File: config.mk
export PLATFORM = sky130hd
export DESIGN_NAME = uart_rx
export DESIGN_NICKNAME = d
export VERILOG_FILES = /design/src/rtl/uart_rx.sv
export SDC_FILE = /design/constraint.sdc
export NUM_CORES = 1
export LEC_CHECK = 0
export ABC_AREA = 0
export BUFFER_PORTS_ARGS = -buffer_cell sky130_fd_sc_hd__buf_2
export CORE_UTILIZATION = 62
export DETAILED_ROUTE_END_ITERATION = 16
export PLACE_DENSITY = 0.89
export SLEW_MARGIN = 20
export SYNTH_ARGS = -nofsm -noshare
export SYNTH_HDL_FRONTEND = slang
export SYNTH_SLANG_ARGS = --single-unit
File: constraint.sdc
create_clock -name CLOCK_50 -period 4.1 [get_ports CLOCK_50]
set_clock_uncertainty 0.15 [all_clocks]
set_input_delay 0.205 -clock CLOCK_50 [delete_from_list [all_inputs] [get_ports CLOCK_50]]
set_output_delay 0.205 -clock CLOCK_50 [all_outputs]
set_load 0.02 [all_outputs]
File: src/rtl/uart_rx.sv
// uart_rx: 8N1 serial receiver, MSB first, 16x oversampled from CLOCK_50.
// Optional even parity (8E1) when UART_RX_PARITY_EN is defined.
//
// Ports:
//   CLOCK_50     system clock, all state on rising edge
//   reset        synchronous active-high reset
//   RxIn         asynchronous serial line, idle high
//   DataOut      last correctly received character
//   dataValid    DataOut holds an unread character
//   charRead     consumer acknowledge (pulse or level)
//   framingError sticky, last frame had stop bit 0
//   overrun      sticky, good frame dropped while dataValid was high
//   parityError  sticky, parity check failed (UART_RX_PARITY_EN only)
//   busy         receiver is inside a frame
module uart_rx #(
    parameter int CLK_DIV    = 301,
    parameter int OVERSAMPLE = 16
) (
    input  logic       CLOCK_50,
    input  logic       reset,
    input  logic       RxIn,
    output logic [7:0] DataOut,
    output logic       dataValid,
    input  logic       charRead,
    output logic       framingError,
    output logic       overrun,
`ifdef UART_RX_PARITY_EN
    output logic       parityError,
`endif
    output logic       busy
);

    localparam int CW = (CLK_DIV > 2) ? $clog2(CLK_DIV) : 1;
    localparam logic [CW-1:0] TLAST = CW'(CLK_DIV - 1);
    localparam logic [3:0] SMID = 4'(OVERSAMPLE - 1);
    localparam logic [3:0] SHALF = 4'(OVERSAMPLE / 2 - 1);

    typedef enum logic [2:0] {
        IDLE,
        START,
        DATA,
`ifdef UART_RX_PARITY_EN
        PARITY,
`endif
        STOP
    } state_t;

    logic          sync1;
    logic          rx_s;
    logic [CW-1:0] tcnt;
    logic          tick;

    state_t     state, state_n;
    logic [3:0] scnt, scnt_n;
    logic [2:0] bcnt, bcnt_n;
    logic [7:0] shreg, shreg_n;
    logic [7:0] data_n;
    logic       dv_n, fe_n, ov_n;
    logic       done;
    logic       good;
`ifdef UART_RX_PARITY_EN
    logic       par_err, par_err_n;
    logic       pe_n;
`endif

    // Two-flop synchronizer; flops reset to the idle level.
    always_ff @(posedge CLOCK_50) begin
        if (reset) begin
            sync1 <= 1'b1;
            rx_s  <= 1'b1;
        end else begin
            sync1 <= RxIn;
            rx_s  <= sync1;
        end
    end

    assign tick = (tcnt == TLAST);

    always_ff @(posedge CLOCK_50) begin
        if (reset)
            tcnt <= '0;
        else if (tick)
            tcnt <= '0;
        else
            tcnt <= tcnt + 1'b1;
    end

    always_ff @(posedge CLOCK_50) begin
        if (reset) begin
            state        <= IDLE;
            scnt         <= '0;
            bcnt         <= '0;
            shreg        <= '0;
            DataOut      <= '0;
            dataValid    <= 1'b0;
            framingError <= 1'b0;
            overrun      <= 1'b0;
`ifdef UART_RX_PARITY_EN
            par_err      <= 1'b0;
            parityError  <= 1'b0;
`endif
        end else begin
            state        <= state_n;
            scnt         <= scnt_n;
            bcnt         <= bcnt_n;
            shreg        <= shreg_n;
            DataOut      <= data_n;
            dataValid    <= dv_n;
            framingError <= fe_n;
            overrun      <= ov_n;
`ifdef UART_RX_PARITY_EN
            par_err      <= par_err_n;
            parityError  <= pe_n;
`endif
        end
    end

    always_comb begin
        state_n = state;
        scnt_n  = scnt;
        bcnt_n  = bcnt;
        shreg_n = shreg;
        done    = 1'b0;
`ifdef UART_RX_PARITY_EN
        par_err_n = par_err;
`endif
        if (tick) begin
            unique case (state)
                IDLE: begin
                    if (!rx_s) begin
                        state_n = START;
                        scnt_n  = 4'd1;
                    end
                end
                START: begin
                    scnt_n = scnt + 4'd1;
                    if (scnt == SHALF) begin
                        // A line that is high again mid start bit was a glitch.
                        if (!rx_s) begin
                            scnt_n  = '0;
                            bcnt_n  = '0;
                            state_n = DATA;
                        end else begin
                            state_n = IDLE;
                        end
                    end
                end
                DATA: begin
                    scnt_n = scnt + 4'd1;
                    if (scnt == SMID) begin
                        shreg_n = {shreg[6:0], rx_s};
                        if (bcnt == 3'd7) begin
                            scnt_n = '0;
`ifdef UART_RX_PARITY_EN
                            state_n = PARITY;
`else
                            state_n = STOP;
`endif
                        end else begin
                            bcnt_n = bcnt + 3'd1;
                        end
                    end
                end
`ifdef UART_RX_PARITY_EN
                PARITY: begin
                    scnt_n = scnt + 4'd1;
                    if (scnt == SMID) begin
                        // Even parity: data plus parity bit must XOR to 0.
                        par_err_n = ^{shreg, rx_s};
                        scnt_n    = '0;
                        state_n   = STOP;
                    end
                end
`endif
                STOP: begin
                    scnt_n = scnt + 4'd1;
                    if (scnt == SMID) begin
                        done    = 1'b1;
                        state_n = IDLE;
                    end
                end
                default: state_n = IDLE;
            endcase
        end
    end

`ifdef UART_RX_PARITY_EN
    assign good = rx_s && !par_err;
`else
    assign good = rx_s;
`endif

    // Acknowledge clears first; a flag raised by the frame finishing in
    // the same cycle then wins over the clear.
    always_comb begin
        data_n = DataOut;
        dv_n   = dataValid;
        fe_n   = framingError;
        ov_n   = overrun;
`ifdef UART_RX_PARITY_EN
        pe_n   = parityError;
`endif
        if (charRead) begin
            dv_n = 1'b0;
            fe_n = 1'b0;
            ov_n = 1'b0;
`ifdef UART_RX_PARITY_EN
            pe_n = 1'b0;
`endif
        end
        if (done) begin
            if (!rx_s)
                fe_n = 1'b1;
`ifdef UART_RX_PARITY_EN
            if (par_err)
                pe_n = 1'b1;
`endif
            if (good) begin
                if (!dataValid || charRead) begin
                    data_n = shreg;
                    dv_n   = 1'b1;
                end else begin
                    ov_n = 1'b1;
                end
            end
        end
    end

    assign busy = (state != IDLE);

endmodule
==> impl_metrics.ini <==
[outcome]
status = completed

[setup_path]
critPathTopFamily = simple AND/OR/NAND/NOR gates
crit_fanout = 19
crit_required_ns = 4.21
worstSetupEndpointType = register
critPathLaunchType = register
cp_slowest_stage_delay_ns = 0.68
slowest_stage = or3_1
critPathBufInv = 0
path_cells = nand3_1, or3_1, or3_4, o41ai_1
path_class = register to register
crit_arrival_ns = 2.46

[route]
vias = 1623
dr.pass1.iters = 4
initialDrtViolationCount = 73
via_per_inst = 6.39
drtAntennaViolNets = 0
finalWirelength_mm = 3.81
drc = 0
wire_per_inst_um = 15.0

[logic_synthesis]
synth_cell_type_count = 41
synth_edf_count = 0
syn_inst = 213
synth_warnings = 0
yosys-top-cells-count = dfxtp_1 (39), nand3_1 (24), a21oi_1 (20), o21ai_0 (20), nor3_1 (11)
synth_top_family_by_area = simple AND/OR/NAND/NOR gates
synth_flop_cell = dfxtp_1
synthTopCellsByArea = dfxtp_1 (43%), nand3_1 (6.6%), a21oi_1 (5.5%), o21ai_0 (5.5%), ha_1 (3.4%)
syn_area_per_cell_um2 = 8.60
synth_most_common_cell = dfxtp_1
synth_compound_area_share_pct = 19.9
synth_simple_gate_area_share_pct = 23.2
syn_nets = 222
ys_async_sr_fraction_pct = 0
syn-cell-area_mm2 = 0.00183
ys_ff_latch = 39
synth_top_area_cell = dfxtp_1
seq_area_frac_synth_pct = 42.6
synthAdderAreaFrac_pct = 3.42
synth_xor_area_share_pct = 3.35
muxShareOfSynthArea_pct = 0
synth.top_cell.area_share_pct = 42.6

[cts]
insertion_delay_ns = 0.35
clkTransAtPathRegs_ns = 0.12
clock_sinks = 39
cts-buffers-inserted = 5
cts_setup_buffers = 0
cts_tree = yes
clk_path_buf_depth = 2
root_buffer = clkbuf_4
htree_num_levels = 2

[layout]
fin_nets = 231
n_antenna_cell = 0
area_delta_synth_final_pct = 8.26
drive_above_1_share_pct = 15.2

[sta]
hold_viol_final = 0
timing.final.crit_period_ns = 2.34
clock.fmax_mhz = 427
tightestPinTransition_ns = 0.845
setup_ws_ns = 1.76
fin_crit_sh_pct = 57.2
setup_tns_ns = 0
rsz0062_at_grt = no
maxSlewViolCount = 0
setup-violations-final = 0
maxSlewHeadroom_pct = 42.2

[floorplan]
start_util_pct = 65.9
rows = 19
ios = 16
dieArea_mm2 = 0.00318
die_x_um = 56.4
core-area_mm2 = 0.00278
fp.dieH_um = 56.4

[place]
pre_cts_ws_ns = 1.80
numPortBuffers = 15
dp_hpwl_mm = 2.41
gp_congestion = 0.753

[global_route]
first_global_vias = 1507
grt_usage_pct = 25.8
grt_max_degree = 40
antenna_found_initial = 0
grt_pass1_wl_mm = 6.51
grt_overflow = 0

[pwr]
p_leak_nw = 0.703
power.total_w = 0.000724
peakVddDrop_mv = 0.425
power_density_mw_per_mm2 = 365

[job]
maxCapViolations = 0

[hold_path]
hp-class = input port to register
==> path summary, 6_finish.rpt <==
path                            startpoint      endpoint  slack [ns]  cells past startpoint
worst max-delay path               tcnt[2]       bcnt[1]        1.76                      4
worst min-delay path                 reset  framingError        0.23                      2
worst max register to register     tcnt[2]       bcnt[1]        1.76                      4
worst min register to register       sync1          good        0.28                      1
==> through the flow <==
step,cells,cell area (um^2),utilization (%),hold WS (ns)
2_1_floorplan,213,1830,-,0.134
3_3_place_gp,244,1860,66.8,0.239
3_5_place_dp,244,1860,66.8,0.249
4_1_cts,254,1980,71.3,0.220
5_1_grt,254,1980,71.3,0.249
6_report,254,1980,71.3,0.226
==> placed cells by master (no fill, tap or decap), types with 2 or more instances in the layout <==
cell type and count:
ha_1 5, bufinv_16 2, o41ai_1 3, a2bb2oi_1 2, nor3_1 10, or3_1 3
o311ai_0 3, a21oi_1 20, a22o_1 2, or3_4 2, nor2_1 9, o21ai_0 20
and3_1 4, xor2_1 3, or2_2 4, xnor2_1 4, buf_2 15, nor3b_1 2
nand2_1 8, clkbuf_4 5, nand3_1 24, nor2b_1 2, a41oi_1 2, inv_1 10
a2111oi_0 2, dlygate4sd3_1 2, nand4bb_1 2, dfxtp_1 39
==> flip-flops by register name, summed over array words and instances (netlist names) <==
register      flops
tcnt              9
DataOut           8
sync1             1
overrun           1
state             2
scnt              4
bcnt              3
dataValid         1
good              1
shreg             8
framingError      1
==> metal layers <==
metal  GRT usage [%]  part of all wire (%)  vias to the layer above
met5               0                     0                        -
met4            10.8                   1.7                        0
met3            5.30                   4.4                        8
met2            43.5                    49                       39
met1            32.1                    45                      786
li1                -                     -                      790
==> power by group <==
group / internal [W] / total [W] / leakage, nW / switching (W)
clock network: 0.000189 / 0.000319 / 0.0514 / 0.000130
registers: 0.000382 / 0.000386 / 0.315 / 0.00000412
logic: 0.00000717 / 0.0000189 / 0.337 / 0.0000117
==> kinds of logic after synthesis <==
group | after synthesis
AOI/OAI and AO/OA | 59
xor gates and xnor gates | 7
adders and majority gates | 5
buffers and inverters | 26
DFF | 39
and+or+nand+nor | 77
==> area by class of cell <==
class                           instances  area [um^2]
Clock buffer                            5         37.5
Clock inverter                          3         67.6
Fill cell                             232          798
Inverter                               10         37.5
Multi-Input combinational cell        148          918
Sequential cell                        39          781
Tap cell                               31         38.8
Timing Repair Buffer                   18          103
==> repair_timing <==
item                                   CTS  global route
gates resized for setup                  0             0
endpoints found under the hold margin    2             0
hold buffers                             2             0
Note: power is estimated with default switching activity, not from simulation.
